<file path="src/rtl/fifo_rd_burst_pkg.sv">
// Shared state encoding and default widths for the FIFO read-side burst sequencer.
package fifo_rd_burst_pkg;

    localparam int DATA_W_DEF = 16;
    localparam int LEN_W_DEF  = 8;
    localparam int TO_W_DEF   = 8;

    localparam logic [1:0] ST_IDLE  = 2'd0;
    localparam logic [1:0] ST_OPEN  = 2'd1;
    localparam logic [1:0] ST_CLOSE = 2'd2;

    typedef enum logic [1:0] {
        S_IDLE  = ST_IDLE,
        S_OPEN  = ST_OPEN,
        S_CLOSE = ST_CLOSE
    } state_e;

endpackage

</file>
<file path="src/rtl/sat_cnt16.sv">
// 16-bit saturating event counter; only built when FIFO_BURST_STATS_EN is defined.
`ifdef FIFO_BURST_STATS_EN
module sat_cnt16 (
    input  logic        clk,
    input  logic        resetn,
    input  logic        inc,
    output logic [15:0] cnt
);
    logic [15:0] cnt_q, cnt_d;

    always_comb begin
        cnt_d = cnt_q;
        if (inc && (cnt_q != 16'hFFFF)) cnt_d = cnt_q + 16'd1;
    end

    always_ff @(posedge clk or negedge resetn) begin
        if (!resetn) cnt_q <= 16'd0;
        else         cnt_q <= cnt_d;
    end

    assign cnt = cnt_q;
endmodule
`endif

</file>
<file path="src/rtl/fifo_rd_burst_ctrl.sv">
// Read sequencer for axis_async_fifo: pulls words, holds one back so tlast lands on the real
// final beat of a length- or timeout-closed burst. FIFO_BURST_STATS_EN adds burst/timeout counters.
module fifo_rd_burst_ctrl #(
    parameter int DATA_W = 16,
    parameter int LEN_W  = 8,
    parameter int TO_W   = 8
) (
    input  logic              clk,
    input  logic              resetn,
    input  logic              en,
    input  logic [LEN_W-1:0]  cfg_burst_len,
    input  logic [TO_W-1:0]   cfg_timeout,
    input  logic              fifo_empty,
    output logic              fifo_rd_en,
    input  logic [DATA_W-1:0] fifo_rd_data,
    output logic [DATA_W-1:0] m_axis_tdata,
    output logic              m_axis_tvalid,
    input  logic              m_axis_tready,
    output logic              m_axis_tlast,
    output logic              busy,
    output logic [15:0]       stat_bursts,
    output logic [15:0]       stat_timeouts
);
    import fifo_rd_burst_pkg::*;

    state_e             state_q, state_d;
    logic               hold_vld_q, hold_vld_d;
    logic               hold_last_q, hold_last_d;
    logic [DATA_W-1:0]  hold_data_q, hold_data_d;
    logic               tvalid_q, tvalid_d;
    logic               tlast_q, tlast_d;
    logic [DATA_W-1:0]  tdata_q, tdata_d;
    logic [LEN_W-1:0]   beat_cnt_q, beat_cnt_d;
    logic [TO_W-1:0]    idle_cnt_q, idle_cnt_d;

    logic               out_free, rd_fire, hold_mv, beat_is_last, timeout_hit, close_req;
    logic [LEN_W-1:0]   len_m1;

    assign len_m1       = (cfg_burst_len == '0) ? '0 : cfg_burst_len - LEN_W'(1);
    assign out_free     = !tvalid_q || m_axis_tready;
    // A read is only allowed when the held word can leave in the same cycle.
    assign rd_fire      = resetn && en && !fifo_empty && (!hold_vld_q || (out_free && !hold_last_q));
    assign hold_mv      = hold_vld_q && out_free && (hold_last_q || rd_fire);
    assign beat_is_last = (beat_cnt_q == len_m1);
    assign timeout_hit  = (state_q == S_OPEN) && !rd_fire && (cfg_timeout != '0) &&
                          ((idle_cnt_q + TO_W'(1)) == cfg_timeout);
    assign close_req    = (state_q == S_OPEN) && !rd_fire && (timeout_hit || !en);

    always_comb begin
        state_d     = state_q;
        hold_vld_d  = hold_vld_q;
        hold_last_d = hold_last_q;
        hold_data_d = hold_data_q;
        beat_cnt_d  = beat_cnt_q;
        idle_cnt_d  = '0;
        tvalid_d    = tvalid_q;
        tlast_d     = tlast_q;
        tdata_d     = tdata_q;

        if (rd_fire) begin
            hold_vld_d  = 1'b1;
            hold_data_d = fifo_rd_data;
            hold_last_d = beat_is_last;
            beat_cnt_d  = beat_is_last ? '0 : beat_cnt_q + LEN_W'(1);
        end else if (hold_mv) begin
            hold_vld_d  = 1'b0;
            hold_last_d = 1'b0;
        end else if (close_req) begin
            hold_last_d = 1'b1;
            beat_cnt_d  = '0;
        end

        if ((state_q == S_OPEN) && !rd_fire) idle_cnt_d = idle_cnt_q + TO_W'(1);

        case (state_q)
            S_IDLE:  if (rd_fire) state_d = beat_is_last ? S_CLOSE : S_OPEN;
            S_OPEN: begin
                if (rd_fire)        state_d = beat_is_last ? S_CLOSE : S_OPEN;
                else if (close_req) state_d = S_CLOSE;
            end
            S_CLOSE: if (hold_mv) state_d = S_IDLE;
            default: state_d = S_IDLE;
        endcase

        if (hold_mv) begin
            tvalid_d = 1'b1;
            tdata_d  = hold_data_q;
            tlast_d  = hold_last_q;
        end else if (m_axis_tready) begin
            tvalid_d = 1'b0;
        end
    end

    always_ff @(posedge clk or negedge resetn) begin
        if (!resetn) begin
            state_q     <= S_IDLE;
            hold_vld_q  <= 1'b0;
            hold_last_q <= 1'b0;
            hold_data_q <= '0;
            tvalid_q    <= 1'b0;
            tlast_q     <= 1'b0;
            tdata_q     <= '0;
            beat_cnt_q  <= '0;
            idle_cnt_q  <= '0;
        end else begin
            state_q     <= state_d;
            hold_vld_q  <= hold_vld_d;
            hold_last_q <= hold_last_d;
            hold_data_q <= hold_data_d;
            tvalid_q    <= tvalid_d;
            tlast_q     <= tlast_d;
            tdata_q     <= tdata_d;
            beat_cnt_q  <= beat_cnt_d;
            idle_cnt_q  <= idle_cnt_d;
        end
    end

    assign fifo_rd_en    = rd_fire;
    assign m_axis_tdata  = tdata_q;
    assign m_axis_tvalid = tvalid_q;
    assign m_axis_tlast  = tlast_q;
    assign busy          = hold_vld_q || tvalid_q;

`ifdef FIFO_BURST_STATS_EN
    sat_cnt16 u_stat_bursts (
        .clk    (clk),
        .resetn (resetn),
        .inc    (tvalid_q && m_axis_tready && tlast_q),
        .cnt    (stat_bursts)
    );
    sat_cnt16 u_stat_timeouts (
        .clk    (clk),
        .resetn (resetn),
        .inc    (timeout_hit),
        .cnt    (stat_timeouts)
    );
`else
    assign stat_bursts   = 16'd0;
    assign stat_timeouts = 16'd0;
`endif

endmodule

</file>
<file path="config.mk">
export PLATFORM = sky130hd
export DESIGN_NAME = fifo_rd_burst_ctrl
export DESIGN_NICKNAME = d
export VERILOG_FILES = /design/src/rtl/fifo_rd_burst_pkg.sv /design/src/rtl/sat_cnt16.sv /design/src/rtl/fifo_rd_burst_ctrl.sv
export SDC_FILE = /design/constraint.sdc
export NUM_CORES = 1
export LEC_CHECK = 0
export CORE_UTILIZATION = 45
export CTS_BUF_LIST = sky130_fd_sc_hd__clkbuf_16
export DETAILED_ROUTE_END_ITERATION = 8
export HOLD_SLACK_MARGIN = 0.03
export PLACE_DENSITY_LB_ADDON = 0.3
export SETUP_SLACK_MARGIN = 0.05
export SYNTH_ARGS = -nofsm -noshare
export SYNTH_HDL_FRONTEND = slang
export SYNTH_SLANG_ARGS = --single-unit
</file>
<file path="constraint.sdc">
create_clock -name clk -period 3.15 [get_ports clk]
set_input_delay 0.4725 -clock clk [delete_from_list [all_inputs] [get_ports clk]]
set_output_delay 0.4725 -clock clk [all_outputs]
set_load 0.02 [all_outputs]
</file>
After elaboration in Yosys (flattened, before gate mapping) --
Cells that the tools add are included.
Word-level totals: flip-flop bits (word level) 54, output and inout bits 52
Operators by class: add/subtract/negate cells 3, equality and inequality tests 8, mux-type cells 19, reduce and logical (&&, ||, !) cells 30
Operators by type and width (number):
- 8-bit 2-to-1 mux | 6
- 8-bit by 1-bit adder with 8-bit output, second input constant | 2
- 8-bit == test | 2
- 1-bit logical AND | 10
- 2-bit 2-to-1 mux | 5
- 8-bit logical NOT | 1
- 8-bit nonzero test | 1
- 8-bit by 1-bit subtractor with 8-bit output, second input constant | 1
- 1-bit 2-to-1 mux | 7
- 1-bit logical NOT | 6
- 2-bit != test, second input constant | 3
- 2-bit case mux with 3 select lines | 1
- 2-bit nonzero test | 3
- 1-bit logical OR | 5
- 3-bit != test, second input constant | 1
- 3-bit AND reduction | 1
- 3-bit nonzero test | 1
- 2-bit by 1-bit == test with 1-bit output, second input constant | 1
- 2-bit == test, second input constant | 1
- 2-bit logical NOT | 1
- 2-bit AND reduction | 1

Logic depth before layout (Yosys ltp) --
word-level depth 14, depth in mapped cells 10

Least setup slack after synthesis --
Ideal clock, no wire load.
path type input to register, start input port cfg_burst_len[0], end register beat_cnt_q[5], library setup time 0.126 ns, arrival 3.100 ns, slack -0.076 ns, stages 10, path buffers 1, path through inv_1 -> ha_1 -> or3b_4 -> or3_1 -> buf_2 -> or4_1 -> a32o_2 -> a2111oi_4 -> nor2_2 -> a221o_1
Between the ends: cells in the longest elaborated chain, start to end 5, elaborated cells between the ends (all ways) 6, those cells by class add/sub: 1; eq/ne: 1; mux: 3; reduce/logical: 1
RTL lines:
- from (decl) | RTL line fifo_rd_burst_ctrl.sv:11 | input logic [LEN_W-1:0] cfg_burst_len,
- 8-bit by 1-bit subtractor with 8-bit output / 8-bit logical NOT (equally long branches) | RTL line fifo_rd_burst_ctrl.sv:39 | assign len_m1 = (cfg_burst_len == '0) ? '0 : cfg_burst_len - LEN_W'(1);
- 8-bit 2-to-1 mux * | RTL line fifo_rd_burst_ctrl.sv:39
- 8-bit == test * | RTL line fifo_rd_burst_ctrl.sv:44 | assign beat_is_last = (beat_cnt_q == len_m1);
- 8-bit 2-to-1 mux * | RTL line fifo_rd_burst_ctrl.sv:64 | beat_cnt_d = beat_is_last ? '0 : beat_cnt_q + LEN_W'(1);
- 8-bit 2-to-1 mux * | RTL line fifo_rd_burst_ctrl.sv:60 | if (rd_fire) begin
- to (signal assigned) | RTL line fifo_rd_burst_ctrl.sv:113 | beat_cnt_q <= beat_cnt_d;
- to (decl) | RTL line fifo_rd_burst_ctrl.sv:33 | logic [LEN_W-1:0] beat_cnt_q, beat_cnt_d;
Every way passes the cells marked *; elsewhere a longest branch is shown, timed or not. A chain may end at the register's enable or synchronous reset.

Final worst setup path --
start input port cfg_burst_len[0], end register beat_cnt_q[2]
Same word-level chain as after synthesis.

==> reports/qor.txt <==
===================================================================================
Share of the yosys chip area belonging to registers                          43.17%
Max Buffers Root-to-Sink                                                          2
Final Util                                                                   58.59%
Relative contribution of the clock network to total power                     22.6%
Die Width                                                                  85.41 um
First-pass GRT wire length                                                 10900 um
Inserted Clock Buffers                                                            5
Measured slew at the worst slew-check pin                                 0.9129 ns
Starting density of the core                                                 46.33%
Area overhead of the layout relative to synthesis                            26.46%
Worst endpoint required time                                                3.32 ns
Vias in the first global route                                                 2355
Internal power contribution                                                1.803 mW
Count of nets left with antenna violations after detail routing                   0
Number of cells produced by synthesis                                           333
Wirelength per Cell                                                        13.32 um
Most frequent cells in the layout                                      nand2_1, dfrtp_1, clkdlybuf4s50_1, conb_1, buf_4
Crit path setup slack, layout                                             0.1993 ns
Pins Over Slew Limit                                                              0
Seq cells post-synth                                                             54
Netlist area before placement                                             3131 um^2
Aggregate global-route resource usage                                        18.76%
Setup repair after global routing missed its margin                              no
Number of input and output port buffers inserted                                 56
Worst-path fanout max                                                             5
Category of the critical setup timing path                                   in2reg
H-tree lvl count                                                                  2
Worst Reg-to-Reg Cells                                                            9
Most common cell after layout, fill and taps aside                          nand2_1
Number of antenna violations at the first check in global routing                 0
Worst setup slack before clock tree synthesis                            -0.3328 ns
Insertion delay to the later sink of the worst-skew pair                    0.29 ns
Total die area                                                            7294 um^2
Setup TNS                                                                      0 ns
Reg2reg setup slack                                                         0.48 ns
Max Clk Rate                                                             0.3389 GHz
Share of the cycle needed by the critical path after routing                 93.67%
Total routed wirelength                                                     6432 um
Number of synthesized flops with an enable pin                                    0
Row count                                                                        30
Count of endpoints failing hold in the final timing report                        0
Outcome                                                                finished, final reports clean
Static Leak                                                                1.831 nW
Switching fraction of total power                                            33.16%
Setup skew after layout                                                 0.004801 ns
Final layout net count                                                          442
Worst slew margin relative to its limit                                      39.10%
Yosys synthesis warning count                                                     0
Arrival time at the worst endpoint                                          3.13 ns
Die boundary height                                                        85.41 um
Crit Reg-Reg Endpoint                                                  beat_cnt_q[5]
Count of unique library cells instantiated by Yosys                              53
Post-route standard cell area excluding fillers                           3959 um^2
Worst reg2reg path startpoint                                          idle_cnt_q[0]
Final number of setup-violating endpoints                                         0
Final Wtd Congestion                                                         0.8649
Worst hold path class                                                      in2async
Min Hold Slack                                                            0.3462 ns
Half-perimeter wire length after placement                                  4714 um
Sequential group share of total power                                         40.7%
Area share of the leading cell type in the synthesized netlist               43.17%
Clk sinks                                                                        54
Per-cell via count in the routed design                                       5.089
Critical Path End Type                                                    flip-flop
Clock root buffer                                                         clkbuf_16
Overall power consumption                                                  2.698 mW
Category of the worst setup path launch point                            input port
Post-synthesis async set-or-reset flop share                                 100.0%
Fill cells                                                                      605
Diodes inserted                                                                   0
Number of DRC markers after the initial detailed-route iteration                 95
Count of placed standard cells in the final layout, fillers left out            483
Congestion Overflow GR                                                            0
Core box area                                                             6756 um^2
Minimum clock period after layout                                          2.951 ns
Ranking of synthesized cells by area                                   dfrtp_1, buf_4, nand2_1, mux2_2, xor2_1
Power spent charging and discharging nets                                  894.5 uW
Hold-fix buffers at CTS                                                           0
TritonCTS clock tree                                                           done
Overall via count from detail_route                                            2458
Power per Cell Area                                                    681.5 nW/um^2
Number of placed I/O pins                                                        89
Maximum number of pins on one net before global-route repair                     55
Most instantiated flip-flop cell in the synthesis netlist                   dfrtp_1
DP Area                                                                   3792 um^2
Max-cap violations                                                                0
Number of remaining DRC errors                                                    0
Share of final-layout standard cells stronger than drive strength 1          14.89%
VDD IR max                                                              0.0004613 V
Cell type contributing the most total cell area after synthesis             dfrtp_1
Gate power share                                                              36.7%
Total placed cells including tap cells                                          475
Average instance area after synthesis                                    9.401 um^2
First drt pass iteration count                                                    5
Total setup buffers inserted after CTS                                            0
Clock slew seen by the registers of the worst setup and hold paths          0.07 ns
===================================================================================
flip-flops by register name, summed over array words and instances (netlist names):
signal / cells
hold_last_q: 1
m_axis_tdata: 16
m_axis_tlast: 1
idle_cnt_q: 8
beat_cnt_q: 8
hold_vld_q: 1
hold_data_q: 16
state_q: 2
m_axis_tvalid: 1
logic make-up after synthesis:
logic type                 Yosys count  synth area share (%)
buffers and inverters               56                 10.59
DFF                                 54                 43.17
muxes                               18                 6.435
and+or+nand+nor                    140                 21.94
AOI/OAI and AO/OA                   40                 10.23
xor gates and xnor gates            21                 6.315
adders and majority gates            3                 1.199
other                                1                0.1198
timing repair:
| item | CTS | global route |
|---|---|---|
| pin swaps | 2 | 1 |
| gates resized for setup | 4 | 1 |
| setup endpoints to repair | 7 | 7 |
synthesized netlist by cell type, types with 5 or more instances:
| cell | instances |
|---|---|
| nor4_1 | 5 |
| nand3_1 | 12 |
| or3_1 | 7 |
| clkbuf_1 | 13 |
| nor2_1 | 20 |
| nand2_1 | 59 |
| dfrtp_1 | 54 |
| inv_1 | 8 |
| o21ai_0 | 5 |
| mux2_2 | 17 |
| xnor2_1 | 6 |
| xor2_1 | 14 |
| nand2b_1 | 7 |
| buf_4 | 32 |
worst max-delay path, cell delays in order:
cell,delay [ns]
dlygate4sd2_1,0.27
inv_4,0.07
ha_4,0.11
or3b_4,0.36
or3_1,0.39
or4_1,0.41
a32o_2,0.29
a2111oi_4,0.22
buf_4,0.20
nor4b_1,0.05
a211o_1,0.27
power by group through the flow:
stage | Combinational (mW) | Clock, mW | Sequential (mW)
2_1_floorplan | 0.520 | 0 | 1.18
3_3_place_gp | 0.977 | 0 | 1.10
3_5_place_dp | 0.997 | 0 | 1.11
4_1_cts | 1.00 | 0.625 | 1.10
5_1_grt | 1.09 | 0.651 | 1.13
6_report | 0.989 | 0.611 | 1.10
how the worst max path moves through the flow:
stage / slack [ns] / endpoint / cells after the start / from
2_1_floorplan: 0.03 / beat_cnt_q[5] / 10 / cfg_burst_len[1]
3_3_place_gp: -0.28 / beat_cnt_q[2] / 11 / cfg_burst_len[0]
3_5_place_dp: -0.33 / beat_cnt_q[2] / 11 / cfg_burst_len[0]
4_1_cts: 0.06 / state_q[1] / 12 / cfg_burst_len[0]
5_1_grt: 0.08 / state_q[1] / 12 / cfg_burst_len[0]
6_report: 0.20 / beat_cnt_q[2] / 11 / cfg_burst_len[0]
final cells by class:
class,count,area [um^2],area share (%)
multi-input cells,254,1585,40.04
clock buffers,5,125.1,3.161
clock inverters,3,41.29,1.043
inverters,8,32.53,0.8217
repair buffers,79,723.2,18.27
well taps,80,100.1,2.528
flip-flops and latches,54,1351,34.13
routing by layer:
layer,vias up,share of wire [%],global-route usage (%)
met5,-,0,0
met4,0,1.4,5.455
met3,8,6.0,4.864
met2,66,47,31.35
met1,1170,46,24.06
li1,1214,-,-
Power figures use the tool's default switching activity.
